<file path="config.mk">
export PLATFORM = sky130hd
export DESIGN_NAME = sprite_fetch_flat
export DESIGN_NICKNAME = d
export VERILOG_FILES = /design/src/rtl/sprite_fetch_if.sv /design/src/rtl/sprite_fetch.sv /design/src/flat_wrapper.sv
export SDC_FILE = /design/constraint.sdc
export NUM_CORES = 1
export LEC_CHECK = 0
export ABC_AREA = 1
export CORE_AREA = 3 3 94 96
export DETAILED_ROUTE_END_ITERATION = 8
export DIE_AREA = 0 0 97 99
export DONT_BUFFER_PORTS = 1
export PLACE_DENSITY = 0.75
export SYNTH_ARGS = -nofsm -noshare
export SYNTH_HDL_FRONTEND = slang
export SYNTH_SLANG_ARGS = --single-unit
export TNS_END_PERCENT = 10
</file>
<file path="constraint.sdc">
create_clock -name Clk -period 3.3 [get_ports Clk]
set_clock_uncertainty 0.15 [all_clocks]
set_input_delay 0.495 -clock Clk [delete_from_list [all_inputs] [get_ports Clk]]
set_output_delay 0.495 -clock Clk [all_outputs]
set_load 0.01 [all_outputs]
</file>
<file path="src/rtl/sprite_fetch_if.sv">
`default_nettype none
// ============================================================================
// Module   : sprite_fetch_if
// Brief    : Control, sprite-ROM and pixel-stream signals of sprite_fetch.
// Revision : 1.0
// ============================================================================
interface sprite_fetch_if #(
    parameter int AW = 11,
    parameter int PW = 5
);
    logic          start;
    logic          flip;
    logic [AW-1:0] base_addr;
    logic [AW-1:0] rom_addr;
    logic [PW-1:0] rom_data;
    logic          pix_valid;
    logic          pix_ready;
    logic [PW-1:0] pix_data;
    logic [4:0]    pix_x;
    logic [5:0]    pix_y;
    logic          pix_last;
    logic          busy;
    logic          done;

    modport master (
        output start, flip, base_addr, rom_data, pix_ready,
        input  rom_addr, pix_valid, pix_data, pix_x, pix_y, pix_last, busy, done
    );

    modport slave (
        input  start, flip, base_addr, rom_data, pix_ready,
        output rom_addr, pix_valid, pix_data, pix_x, pix_y, pix_last, busy, done
    );
endinterface
`default_nettype wire

</file>
<file path="src/rtl/sprite_fetch.sv">
`default_nettype none
// ============================================================================
// Module   : sprite_fetch
// Brief    : Streams one sprite from ROM in raster order, optional h-mirror.
// Revision : 1.0
// ============================================================================
module sprite_fetch #(
    parameter int SPR_W = 24,
    parameter int SPR_H = 45,
    parameter int AW    = 11,
    parameter int PW    = 5
) (
    input  logic          Clk,
    input  logic          Reset_n,
    sprite_fetch_if.slave bus
);
    typedef enum logic [1:0] {
        S_IDLE  = 2'd0,
        S_FETCH = 2'd1,
        S_DRAIN = 2'd2
    } state_t;

    localparam logic [4:0] c_X_LAST = 5'(SPR_W - 1);
    localparam logic [5:0] c_Y_LAST = 6'(SPR_H - 1);

    state_t        r_state;
    state_t        w_state_nxt;

    logic          r_flip;
    logic [AW-1:0] r_base;
    logic [4:0]    r_fx;
    logic [5:0]    r_fy;

    logic          r_inflight;
    logic [4:0]    r_inf_x;
    logic [5:0]    r_inf_y;
    logic          r_inf_last;

    logic [PW-1:0] r_qd [2];
    logic [4:0]    r_qx [2];
    logic [5:0]    r_qy [2];
    logic          r_ql [2];
    logic          r_rd_ptr;
    logic          r_wr_ptr;
    logic [1:0]    r_occ;
    logic          r_done;

    logic          w_start_acc;
    logic          w_pop;
    logic          w_push;
    logic [2:0]    w_level;
    logic          w_issue;
    logic          w_fetch_last;
    logic [4:0]    w_col;
    logic [AW-1:0] w_row;

    assign w_start_acc  = (r_state == S_IDLE) && bus.start;
    assign w_pop        = (r_occ != 2'd0) && bus.pix_ready;
    assign w_push       = r_inflight;
    // Slots still committed after this edge: a new read may only be issued
    // if its data will find room when it lands one edge later.
    assign w_level      = {1'b0, r_occ} + {2'b00, r_inflight} - {2'b00, w_pop};
    assign w_issue      = (r_state == S_FETCH) && (w_level < 3'd2);
    assign w_fetch_last = (r_fx == c_X_LAST) && (r_fy == c_Y_LAST);

    assign w_col        = r_flip ? (c_X_LAST - r_fx) : r_fx;
    assign w_row        = AW'(r_fy) * AW'(SPR_W);
    assign bus.rom_addr = r_base + w_row + AW'(w_col);

    assign bus.pix_valid = (r_occ != 2'd0);
    assign bus.pix_data  = r_qd[r_rd_ptr];
    assign bus.pix_x     = r_qx[r_rd_ptr];
    assign bus.pix_y     = r_qy[r_rd_ptr];
    assign bus.pix_last  = r_ql[r_rd_ptr];
    assign bus.busy      = (r_state != S_IDLE);
    assign bus.done      = r_done;

    always_comb begin
        w_state_nxt = r_state;
        case (r_state)
            S_IDLE:  if (bus.start) w_state_nxt = S_FETCH;
            S_FETCH: if (w_issue && w_fetch_last) w_state_nxt = S_DRAIN;
            S_DRAIN: if (w_pop && bus.pix_last) w_state_nxt = S_IDLE;
            default: w_state_nxt = S_IDLE;
        endcase
    end

    always_ff @(posedge Clk or negedge Reset_n) begin
        if (!Reset_n) begin
            r_state <= S_IDLE;
            r_done  <= 1'b0;
        end else begin
            r_state <= w_state_nxt;
            r_done  <= (r_state == S_DRAIN) && w_pop && bus.pix_last;
        end
    end

    always_ff @(posedge Clk or negedge Reset_n) begin
        if (!Reset_n) begin
            r_flip     <= 1'b0;
            r_base     <= '0;
            r_fx       <= '0;
            r_fy       <= '0;
            r_inflight <= 1'b0;
            r_inf_x    <= '0;
            r_inf_y    <= '0;
            r_inf_last <= 1'b0;
        end else begin
            if (w_start_acc) begin
                r_flip <= bus.flip;
                r_base <= bus.base_addr;
                r_fx   <= '0;
                r_fy   <= '0;
            end else if (w_issue) begin
                if (r_fx == c_X_LAST) begin
                    r_fx <= '0;
                    r_fy <= r_fy + 6'd1;
                end else begin
                    r_fx <= r_fx + 5'd1;
                end
            end
            r_inflight <= w_issue;
            r_inf_x    <= r_fx;
            r_inf_y    <= r_fy;
            r_inf_last <= w_fetch_last;
        end
    end

    always_ff @(posedge Clk or negedge Reset_n) begin
        if (!Reset_n) begin
            r_qd[0]  <= '0;
            r_qd[1]  <= '0;
            r_qx[0]  <= '0;
            r_qx[1]  <= '0;
            r_qy[0]  <= '0;
            r_qy[1]  <= '0;
            r_ql[0]  <= 1'b0;
            r_ql[1]  <= 1'b0;
            r_rd_ptr <= 1'b0;
            r_wr_ptr <= 1'b0;
            r_occ    <= 2'd0;
        end else begin
            if (w_push) begin
                r_qd[r_wr_ptr] <= bus.rom_data;
                r_qx[r_wr_ptr] <= r_inf_x;
                r_qy[r_wr_ptr] <= r_inf_y;
                r_ql[r_wr_ptr] <= r_inf_last;
                r_wr_ptr       <= ~r_wr_ptr;
            end
            if (w_pop) begin
                r_rd_ptr <= ~r_rd_ptr;
            end
            r_occ <= r_occ + {1'b0, w_push} - {1'b0, w_pop};
        end
    end
endmodule
`default_nettype wire

</file>
<file path="src/flat_wrapper.sv">
// flat-port wrapper written by rule: the top's interface ports become plain ports
module sprite_fetch_flat 
#(
    parameter int SPR_W = 24,
    parameter int SPR_H = 45,
    parameter int AW    = 11,
    parameter int PW    = 5
)
  (Clk, Reset_n, bus_start, bus_flip, bus_base_addr, bus_rom_data, bus_pix_ready, bus_rom_addr, bus_pix_valid, bus_pix_data, bus_pix_x, bus_pix_y, bus_pix_last, bus_busy, bus_done);
  sprite_fetch_if #(.AW(AW), .PW(PW)) bus_i ();
  input  logic Clk;
  input  logic Reset_n;
  input wire logic [$bits(bus_i.start)-1:0] bus_start;
  input wire logic [$bits(bus_i.flip)-1:0] bus_flip;
  input wire logic [$bits(bus_i.base_addr)-1:0] bus_base_addr;
  input wire logic [$bits(bus_i.rom_data)-1:0] bus_rom_data;
  input wire logic [$bits(bus_i.pix_ready)-1:0] bus_pix_ready;
  output wire logic [$bits(bus_i.rom_addr)-1:0] bus_rom_addr;
  output wire logic [$bits(bus_i.pix_valid)-1:0] bus_pix_valid;
  output wire logic [$bits(bus_i.pix_data)-1:0] bus_pix_data;
  output wire logic [$bits(bus_i.pix_x)-1:0] bus_pix_x;
  output wire logic [$bits(bus_i.pix_y)-1:0] bus_pix_y;
  output wire logic [$bits(bus_i.pix_last)-1:0] bus_pix_last;
  output wire logic [$bits(bus_i.busy)-1:0] bus_busy;
  output wire logic [$bits(bus_i.done)-1:0] bus_done;
  assign bus_i.start = bus_start;
  assign bus_i.flip = bus_flip;
  assign bus_i.base_addr = bus_base_addr;
  assign bus_i.rom_data = bus_rom_data;
  assign bus_i.pix_ready = bus_pix_ready;
  assign bus_rom_addr = bus_i.rom_addr;
  assign bus_pix_valid = bus_i.pix_valid;
  assign bus_pix_data = bus_i.pix_data;
  assign bus_pix_x = bus_i.pix_x;
  assign bus_pix_y = bus_i.pix_y;
  assign bus_pix_last = bus_i.pix_last;
  assign bus_busy = bus_i.busy;
  assign bus_done = bus_i.done;
  sprite_fetch #(.SPR_W(SPR_W), .SPR_H(SPR_H), .AW(AW), .PW(PW)) u_core (.Clk(Clk), .Reset_n(Reset_n), .bus(bus_i));
endmodule
</file>
---- Word level (Yosys, flattened, before mapping) ----
Cells that the tools add are included.
word-level totals
  input bits .............................. 21
  word-level logic and storage cells ...... 95
  register bits after elaboration ......... 77
operators by class
  multipliers ............................. 1
  magnitude comparators ................... 4
  muxes and demuxes ....................... 33
  reduce and logical (&&, ||, !) cells .... 16
  $add $sub $neg .......................... 9
  bitwise gates (word level) .............. 4
  equal/unequal tests ..................... 7
operators by type and width
  cell                   number
  $mux W5                11
  $mux W6                7
  $bwmux W10             2
  $bwmux W12             1
  $add A11 B11 Y11       1
  $add A11 B5 Y11        1
  $logic_and A1 B1 Y1    9
  $mul A6 B2 Y8 const B  1
  $reduce_bool A2 Y1     4
  $add A6 B1 Y6 const B  1
  $demux W6 S1           1
  $eq A6 B6 Y1 const B   1
  $mux W2                3
  $pmux W2 S3            1
  $add A5 B1 Y5 const B  1
  $demux W5 S1           1
  $eq A5 B5 Y1 const B   1
  $sub A5 B5 Y5 const A  1
  $ge A2 B2 Y1 const B   2
  $mux W1                4
  $ne A2 B2 Y1 const B   2
  $not A1 Y2             2
  $add A2 B1 Y3          1
  $lt A3 B2 Y1 const B   1
  other kinds (13)       14

---- Depth between registers and ports, before layout ----
Gate-level depths: netlist of the first run.
  depth after elaboration ................. 8
  gate-level depth with buffers ........... 17

---- Worst setup path before layout of the first run ----
Ideal clock, no wire load.
  path kind ............................... register to output
  from .................................... reg u_core.r_fy[0]
  to ...................................... out bus_rom_addr[10]
  arrival time ............................ 2,650 ps
  stages on the path, launching flop included .. 18
  setup slack ............................. 5 ps
  path buffers ............................ 0
  required time ........................... 2,655 ps
  cells stage by stage .................... dfrtp_1 > ha_1 > inv_1 > fa_1 > inv_1 > nand2_1 > nand2_1 > nand2_1 > xor2_1 > ha_1 > ha_1 > nand2_1 > inv_1 > a21oi_1 > nand2_1 > nor2_1 > nand2_1 > nand2_1
between the ends
  word-level cells in the longest chain between the ends .. 3
RTL lines
  item                    line                 source
  from (decl)             sprite_fetch.sv:32   logic [5:0] r_fy;
  from (signal assigned)  sprite_fetch.sv:117  r_fy <= r_fy + 6'd1;
  $mul A6 B2 Y8           sprite_fetch.sv:67   assign w_row = AW'(r_fy) * AW'(SPR_W);
  $add A11 B11 Y11        sprite_fetch.sv:68   assign bus.rom_addr = r_base + w_row + AW'(w_col);
  $add A11 B5 Y11         sprite_fetch.sv:68
  to (decl)               flat_wrapper.sv:18   output wire logic [$bits(bus_i.rom_addr)-1:0] bus_rom_addr;
No other way between the ends.

---- Worst setup path in the final report of the first run ----
  from .................................... reg u_core.r_fy[1]
  to ...................................... out bus_rom_addr[10]
The elaborated chain is that of the path after synthesis.

==> results of run 1 <==
## kinds of logic (layout without fill, tap and decap cells)
| kind of cell | count (synthesis) | in the layout | share of synthesized area, % |
|---|---|---|---|
| simple gates | 239 | 239 | 23.7 |
| buf+inv | 78 | 104 | 7.79 |
| flops | 77 | 77 | 46.1 |
| compound gates | 57 | 57 | 7.46 |
| fa+ha+maj | 34 | 34 | 11.1 |
| xor+xnor | 18 | 18 | 3.78 |
## layout by cell type, fill, tap and decap left out, drive strengths merged
| master | Yosys | final |
|---|---|---|
| buf | 9 | 24 |
| o21bai | 1 | 1 |
| nand4 | 7 | 7 |
| xor2 | 15 | 15 |
| ha | 29 | 29 |
| nand3 | 23 | 23 |
| bufinv | 0 | 1 |
| nor3 | 2 | 2 |
| o21ai | 45 | 45 |
| nand2 | 185 | 185 |
| xnor2 | 3 | 3 |
| inv | 63 | 67 |
| clkbuf | 5 | 10 |
| nor2 | 17 | 17 |
| fa | 5 | 5 |
| a21o | 1 | 1 |
| o21a | 1 | 1 |
| a21oi | 9 | 9 |
| dlygate4sd3 | 0 | 1 |
| clkinv | 1 | 1 |
| dfrtp | 77 | 77 |
| or2 | 5 | 5 |
## per-layer routing
layer,vias to the layer above,GRT usage (%)
met2,93,30.5
met1,1592,24.9
li1,1613,-
met4,0,7.13
met5,-,0
met3,16,4.25
## timing repair
item / in CTS / in global routing
endpoints found under the setup margin: 6 / 6
pin swaps: 19 / 13
buffers inserted: 12 / 0
hold buffers: 2 / 0
endpoints found under the hold margin: 77 / 0
gates resized for setup: 40 / 14
## where the power goes
| group | internal [µW] | leakage, µW | switching, µW | total, µW |
|---|---|---|---|---|
| Sequential | 1250 | 0.000998 | 196 | 1440 |
| Combinational | 988 | 0.00145 | 1540 | 2530 |
| Clock | 377 | 0.000104 | 363 | 739 |
| Total | 2610 | 0.00255 | 2100 | 4710 |
## registers in the layout, summed over array words and instances, names as in the netlist
signal / count
u_core.r_inf_last: 1
u_core.r_fx: 5
u_core.r_inf_x: 5
u_core.r_state: 2
u_core.r_fy: 6
u_core.r_wr_ptr: 1
u_core.r_qy: 12
u_core.r_qx: 10
u_core.r_rd_ptr: 1
u_core.r_base: 11
u_core.r_inflight: 1
u_core.r_inf_y: 6
u_core.bus.done: 1
u_core.r_flip: 1
u_core.r_occ: 2
u_core.r_qd: 10
u_core.r_ql: 2
## path summary, 6_finish.rpt
| check | cells after the start | slack [ps] | startpoint | to |
|---|---|---|---|---|
| worst max register to register | 13 | 330 | u_core.r_occ[1] | u_core.r_fy[1] |
| worst max-delay path | 17 | -250 | u_core.r_fy[1] | bus_rom_addr[10] |
| max in group asynchronous | 2 | 2120 | Reset_n | u_core.r_fy[2] |
| worst min register to register | 0 | 310 | u_core.r_fx[3] | u_core.r_inf_x[3] |
| worst min-delay path | 2 | 100 | bus_base_addr[8] | u_core.r_base[8] |
| min in group asynchronous | 2 | 560 | Reset_n | u_core.r_qd[4] |
## worst register-to-register path: stages (launching register included)
cell     delay (ps)
dfrtp_1         410
or2_2           350
nand2_1         110
inv_1            60
ha_1            280
inv_1            40
ha_1            180
fa_1            480
nor3_2          190
nand2_2         130
nand2_4         110
nand2_2         180
nand2_1         130
o21ai_2          60
## stage by stage
step	cell area, µm²	utilization (%)	TNS (ps)	power, µW	hold WS, ps
floorplan	4180	-	0	3040	49.4
global placement	4300	52.9	0	3380	51.6
detailed placement	4300	52.9	0	3430	51.5
CTS	4830	59.4	-563	4590	82.1
global route	4890	60.1	-1490	5140	92.9
finish	4890	60.1	-618	4710	99.6
## area by class of cell
cell class	count	area (µm²)	share of cell area [%]
Tap cell	105	131	2.69
Clock inverter	5	65.1	1.33
Multi-Input combinational cell	348	2160	44.3
Sequential cell	77	1930	39.5
Timing Repair Buffer	25	218	4.45
Clock buffer	10	138	2.82
Inverter	64	243	4.97
==> impl_metrics.ini, run 1 <==
[synth]
syn-num-nets = 558
ys.flop_type = dfrtp_1
synth_cell_types = 29
synthArstFlopShare_pct = 100
avgSynthCellArea_um2 = 8.30
yosysTopAreaCellShare_pct = 46.1
synth_commonest_cells = nand2_1 (181), dfrtp_1 (77), inv_1 (59), o21ai_0 (40), ha_1 (29)
netlist_top_cells_area = dfrtp_1 (46%), nand2_1 (16%), ha_1 (8.7%)
syn_inst = 503
ys_ff_latch = 77
synth_edf_count = 0
yosysWarnings = 0
syn_area_mm2 = 0.00418
synth_top_area_cell = dfrtp_1
synth.most_common_cell = nand2_1
ys_seq_area_share_pct = 46.1

[floorplanning]
dieArea_mm2 = 0.00960
dieHeight_um = 99
io_pins = 52
start_util_pct = 51.3
core_mm2 = 0.00813
die_x_um = 97
row_count = 33

[critical_path]
crit_path_max_fanout = 3
critical-path-top-delay-family = adder cells
cp_common_cell = nand2_2
cpPeakStageDelay_ps = 380
critical_path_class = flip-flop to primary output
arrival_ps = 2900
crit_chain = ha_2 > inv_2 > fa_2 > inv_2 > nand2_2 > nand2_2 > nand2_2 > xor2_1 > ha_1 > ha_4 > nand2_4 > inv_4 > a21oi_4 > nand2_1 > nor2_1 > nand2_1 > nand2_2
cp_slowest_cell = dfrtp_1
required_ps = 2650
critPathLaunchType = flip-flop
cp-end-kind = primary output
cp.buffers_inverters = 3

[status]
run_status = finished with violations
violations = setup timing

[routing]
drtIter0Drc = 110
route.met3.wl_um = 358
detail_route.wirelength_mm = 8.68
routed-via-count = 3314
wl_met1_mm = 3.99
wl_per_cell_um = 13.7
avgViaCountPerCell = 5.23
detail-route-antenna-nets = 0
firstDrtPassIters = 4
top_layer = met4
drc = 0
wl_met2_mm = 4.14

[layout]
antennaDiodeCount = 0
fillers = 670
layout.nets = 580
area_delta_synth_final_pct = 17.1
stdcell_count = 634
final_layout_size_suffix_gt1_share_pct = 19.3

[clock_tree]
numCtsBuffers = 9
clkSinkCount = 77
clk_pin_slew_ps = 80
htreeDepth = 3
cts_tree = yes
root_buffer = clkbuf_8
clock_path_buffers = 2
insertion_delay_ps = 350

[pwr]
power.leakage_uw = 0.00255
irDropWorstVdd_v = 0.00110
p_per_area_mw_per_mm2 = 964

[sta]
setup_ws_ps = -246
tightest_slew_ps = 1020
hold_viol_final = 0
period_needed_ps = 3550
fin_crit_sh_pct = 107
rsz0062_at_grt = yes
maxClockFrequency_mhz = 282
max_slew_margin_pct = 32.3
maxSlewViolCount = 0
finalSetupViolCount = 5

[place]
place_congestion = 0.891
dp_slack_ps = 34.3
port-buffer-count = 0
dp_cells = 605
dpl.hpwl_mm = 5.44

[grt]
grtUsageTotal_pct = 18.9
grt_max_degree = 78
grt_pass1_vias = 3251
grt_pass1_wl_mm = 14.8
antenna_found_initial = 0
overflow = 0

[run]
drv_cap = 0

[hold_path]
hp-class = input pin to flip-flop
Note: power is estimated with default switching activity, not from simulation.
==> run 2: changes to the inputs <==
--- a/config.mk
+++ b/config.mk
@@ -6,11 +6,11 @@
 export NUM_CORES = 1
 export LEC_CHECK = 0
 export ABC_AREA = 1
-export CORE_AREA = 3 3 94 96
+export CORE_AREA = 3 3 124 126
 export DETAILED_ROUTE_END_ITERATION = 8
-export DIE_AREA = 0 0 97 99
+export DIE_AREA = 0 0 127 129
 export DONT_BUFFER_PORTS = 1
-export PLACE_DENSITY = 0.75
+export PLACE_DENSITY = 0.42
 export SYNTH_ARGS = -nofsm -noshare
 export SYNTH_HDL_FRONTEND = slang
 export SYNTH_SLANG_ARGS = --single-unit
==> run 2 against run 1 <==
  * The flow still finishes with violations (setup timing)
  * Combinational power decreased by 8%
  * Critical path depth decreased by 1
  * Sequential share of layout area decreased by 0.52 points
  * Flip-flop and latch count unchanged
  * Design area increased by 1.3%
  * Clock power increased by 23%
  * Fmax increased by 2.6%
  * Clock-buffer cell count increased by 1
  * Register-to-register slack improved by 20 ps
  * Global-route usage decreased by 6.8 points
  * Critical path type unchanged
==> impl_metrics.ini, run 2 (same netlist as run 1, synthesis figures left out) <==
[sta]
maxSlewViolCount = 0
period_needed_ps = 3460
hold_viol_final = 0
maxClockFrequency_mhz = 289
setup_tns_ps = -515
finalSetupViolCount = 5
tightest_slew_ps = 1100
max_slew_margin_pct = 26.7
setup_ws_ps = -157
holdWs_ps = 115
fin_crit_sh_pct = 105
rsz0062_at_grt = yes

[pwr]
power.leakage_uw = 0.00256
irDropWorstVdd_v = 0.000666
p_per_area_mw_per_mm2 = 948

[routing]
top_layer = met4
route.met3.wl_um = 314
drtIter0Drc = 191
wl_per_cell_um = 13.0
firstDrtPassIters = 4
wl_met2_mm = 4.07
routed-via-count = 3165
wl_met1_mm = 4.64
avgViaCountPerCell = 4.44
detail_route.wirelength_mm = 9.25
drc = 0
detail-route-antenna-nets = 0

[layout]
ff_latch_area_mm2 = 0.00193
area_delta_synth_final_pct = 18.6
final_layout_size_suffix_gt1_share_pct = 15.3
multi_input_area_mm2 = 0.00208
stdcell_count = 713
largest_register = u_core.r_qy
antennaDiodeCount = 0
final_cell_mix = nand2_1 (174), dfrtp_1 (76), inv_1 (57), o21ai_0 (40)
fillers = 1499
post-route-util_pct = 34.3
largest_register_ffs = 12
design_area_mm2 = 0.00495
layout.nets = 579
layout_commonest_cell = nand2_1
top_regs = u_core.r_qy: 12 flops, u_core.r_base: 11 flops

[grt]
grt_max_degree = 78
grt_pass1_wl_mm = 15.8
grtUsageTotal_pct = 12.1
grt_pass1_vias = 3203
antenna_found_initial = 0
overflow = 0

[floorplanning]
start_util_pct = 28.9
io_pins = 52
dieArea_mm2 = 0.0164
row_count = 44
die_x_um = 127
dieHeight_um = 129
core_mm2 = 0.0144

[clock_tree]
insertion_delay_ps = 340
root_buffer = clkbuf_16
clkSinkCount = 77
cts_tree = yes
clk_pin_slew_ps = 60
clock_path_buffers = 2
htreeDepth = 3
numCtsBuffers = 9

[hold_path]
hold_start = bus_base_addr[1]
holdPathStages = 2
hp-class = input pin to flip-flop
hold_end = u_core.r_base[1]

[place]
port-buffer-count = 0
place_area_mm2 = 0.00445
dpl.hpwl_mm = 6.40
place_congestion = 0.792
dp_cells = 690

[critical_path]
cp-end-kind = primary output
r2r-end = u_core.r_fy[2]
critPathLaunchType = flip-flop
crit_path_max_fanout = 4
required_ps = 2650
critical_path_class = flip-flop to primary output
reg2reg_from = u_core.r_occ[1]
reg2regPathDepth = 13
arrival_ps = 2810
rrSetupSlack_ps = 350

[status]
run_status = finished with violations
violations = setup timing

[run]
drv_cap = 0
-- run 2: worst max path at each step --
| stage | from | to | slack, ps | cells past startpoint |
|---|---|---|---|---|
| 6_report | u_core.r_fy[1] | bus_rom_addr[9] | -160 | 16 |
| 5_1_grt | u_core.r_fy[0] | bus_rom_addr[10] | -360 | 15 |
| 3_5_place_dp | u_core.r_fy[1] | bus_rom_addr[10] | 50 | 17 |
| 3_3_place_gp | u_core.r_fy[1] | bus_rom_addr[10] | 70 | 17 |
| 2_1_floorplan | u_core.r_fy[0] | bus_rom_addr[10] | 5 | 17 |
| 4_1_cts | u_core.r_fy[1] | bus_rom_addr[10] | -180 | 16 |
-- run 2: critical path, stage by stage, from the launching register on --
cell and delay, ps:
dfrtp_1 360, ha_2 190, inv_2 40, fa_2 340, inv_2 70, nand2_2 50
nand2_2 70, nand2_2 60, xor2_1 140, ha_1 330, ha_4 300, buf_6 110
nand2_2 40, o21a_1 170, nand2_1 60, nand2_1 50, nand2_2 90
-- run 2: per-stage QoR --
stage,setup WS [ps],total power [µW]
6_report,-157,4700
5_1_grt,-363,5160
4_1_cts,-175,4740
3_5_place_dp,45.8,3510
3_3_place_gp,67.8,3490
2_1_floorplan,5.49,3040
-- run 2: cell type report --
type,count,share of cell area (%)
inverter,64,4.85
sequential,77,38.9
clock buffer,11,4.70
clock inverter,5,0.707
multi-input combinational,348,42.0
tap,184,4.65
timing repair buffer,24,4.17
-- run 2: timing repair --
| item | CTS | global route |
|---|---|---|
| hold endpoints to repair | 77 | 0 |
| setup endpoints to repair | 6 | 6 |
| setup buffers | 5 | 0 |
| pin swaps | 13 | 7 |
| gates cloned | 0 | 0 |
| hold buffers | 2 | 0 |
| resized for setup | 22 | 8 |
-- run 2: power by group --
part	total, µW	switching, µW	internal [µW]
registers	1450	196	1250
logic	2340	1450	889
clock network	910	399	511
-- run 2: routing by layer --
layer  GRT usage, %  vias to the layer above
met1           16.2                     1471
met3           2.32                       14
met4           5.93                        0
met2           18.6                       66
met5              0                        -
li1               -                     1614
==> run 3: changes to the inputs <==
--- a/config.mk
+++ b/config.mk
@@ -10,7 +10,7 @@
 export DETAILED_ROUTE_END_ITERATION = 8
 export DIE_AREA = 0 0 127 129
 export DONT_BUFFER_PORTS = 1
-export PLACE_DENSITY = 0.42
+export PLACE_DENSITY = 0.4
 export SYNTH_ARGS = -nofsm -noshare
 export SYNTH_HDL_FRONTEND = slang
 export SYNTH_SLANG_ARGS = --single-unit
==> constraint.sdc (replaced) <==
create_clock -name Clk -period 4.4 [get_ports Clk]
set_clock_uncertainty 0.15 [all_clocks]
set_input_delay 0.66 -clock Clk [delete_from_list [all_inputs] [get_ports Clk]]
set_output_delay 0.66 -clock Clk [all_outputs]
set_load 0.01 [all_outputs]
==> run 3 against run 2 <==
  * The flow now finishes without violations
  * Largest power group unchanged
  * Core utilization down 2.1 points
  * Wire length shrank 0.95%
  * Combinational power fell by 38%
  * First-iteration DRC count up 36%
  * Die area stayed put
  * Via count is 2.7% lower
  * Critical path depth rose by 1
  * Critical endpoint is now bus_rom_addr[10]
  * Design area down 6.1%
==> impl_metrics.ini, run 3 (same netlist as run 1, synthesis figures left out) <==
[status]
run_status = finished clean

[pwr]
power.leakage_uw = 0.00245
p_sw_uw = 1450
power_uw = 3320
irDropWorstVdd_v = 0.000374
clkPwrFrac_pct = 22.6
internal_power_uw = 1860
p_per_area_mw_per_mm2 = 714
pwr-share-seq_pct = 33.7
swShare_pct = 43.8
combPwrFrac_pct = 43.8

[grt]
met2_usage_pct = 18.7
grt_pass1_wl_mm = 15.7
grt_max_degree = 78
grt_pass1_vias = 3124
grt_use_met1_pct = 16.4
overflow = 0
antenna_found_initial = 0
grtUsageTotal_pct = 12.1
busiest_layer = met2
use_met3_pct = 3.20

[floorplanning]
dieHeight_um = 129
start_util_pct = 28.9
row_count = 44
die_x_um = 127
io_pins = 52
core_mm2 = 0.0144
dieArea_mm2 = 0.0164

[place]
dp_cells = 674
place_congestion = 0.781
port-buffer-count = 0
dpl.hpwl_mm = 6.27

[routing]
drc = 0
routed-via-count = 3079
firstDrtPassIters = 4
drtIter0Drc = 260
wl_per_cell_um = 13.3
detail_route.wirelength_mm = 9.16
detail-route-antenna-nets = 0
avgViaCountPerCell = 4.46

[layout]
top_regs = u_core.r_qy: 12 flops, u_core.r_base: 11 flops
area_delta_synth_final_pct = 11.3
largest_register = u_core.r_qy
largest_register_ffs = 12
final_cell_mix = nand2_1 (181), dfrtp_1 (77), inv_1 (59), o21ai_0 (40), ha_1 (29)
layout_commonest_cell = nand2_1
antennaDiodeCount = 0
final_layout_size_suffix_gt1_share_pct = 6.51
layout.nets = 557
stdcell_count = 691

[sta]
maxSlewViolCount = 0
tightest_slew_ps = 1130
finalSetupViolCount = 0
holdWs_ps = 67.4
fin_crit_sh_pct = 92.2
setup_tns_ps = 0
max_slew_margin_pct = 24.9
rsz0062_at_grt = no
hold_viol_final = 0
maxClockFrequency_mhz = 247
period_needed_ps = 4060

[clock_tree]
htreeDepth = 3
cts_tree = yes
insertion_delay_ps = 350
root_buffer = clkbuf_16
clk_pin_slew_ps = 60
post_cts_resized = 0
postCtsSetupRepairBufs = 0
numCtsBuffers = 9
clock_path_buffers = 2
clkSinkCount = 77

[critical_path]
required_ps = 3590
cp-end-kind = primary output
crit_path_max_fanout = 6
cpPeakStageDelay_ps = 420
critical_path_class = flip-flop to primary output
crit_chain = ha_1 > inv_1 > fa_1 > inv_1 > nand2_1 > nand2_1 > nand2_1 > xor2_1 > ha_1 > ha_1 > nand2_1 > inv_1 > a21oi_1 > nand2_1 > nor2_1 > nand2_1 > nand2_1
cp_common_cell = nand2_1
critPathLaunchType = flip-flop
cp_slowest_cell = dfrtp_1
arrival_ps = 3250

[hold_path]
hp-class = input pin to asynchronous set/reset pin

[run]
drv_cap = 0
[run 3: final cells by class]
cell class,instances,area [µm²]
fillers,1552,9780
flip-flops and latches,77,1930
multi-input cells,348,1920
inverters,64,240
clock buffers,11,233
well taps,184,230
clock inverters,5,60.1
repair buffers,2,35.0
[run 3: what timing repair did]
action,4_1_cts,5_1_grt
hold buffers,1,0
hold endpoints to repair,77,0
setup endpoints to repair,0,0
[run 3: metrics by stage]
step                worst slack [ps]  utilization [%]  cell area, µm²
CTS                              317             32.2            4650
detailed placement               681             30.0            4330
floorplan                        940                -            4180
global route                    34.7             32.2            4650
finish                           345             32.2            4650
global placement                 748             30.0            4330
[run 3: path summary, 6_finish.rpt]
check                                      start                 to  slack (ps)  cells past startpoint
worst max register to register   u_core.r_occ[1]     u_core.r_fy[4]        1470                     13
max in group asynchronous                Reset_n  u_core.r_base[10]        3710                      1
worst min-delay path                     Reset_n     u_core.r_qd[7]          70                      1
worst min register to register    u_core.r_fx[3]  u_core.r_inf_x[3]         280                      0
worst max-delay path              u_core.r_fy[0]   bus_rom_addr[10]         340                     17
min in group Clk                bus_base_addr[0]   u_core.r_base[0]         270                      2
[run 3: routing by layer]
metal / up-vias / share of wire [%]
met3: 13 / 3.5
met4: 0 / 1.8
met2: 56 / 43
met1: 1438 / 51
li1: 1572 / -
met5: - / 0
[run 3: worst max-delay path: cells and delay by family, from the launching register on]
family | cells | cell delay (ps)
adder cells (fa/ha/maj) | 4 | 1320
AND/OR/NAND/NOR | 8 | 620
flip-flops | 1 | 420
buffers and inverters | 3 | 230
AO/OA/AOI/OAI | 1 | 170
XOR/XNOR | 1 | 140
[run 3: power by group through the flow]
stage	sequential [µW]	combinational, µW	clock [µW]
final	1120	1450	748
after global routing	1160	1700	804
after CTS	1120	1480	774
after detailed placement	1130	1450	0
after global placement	1130	1440	0
after floorplan	1050	1220	0
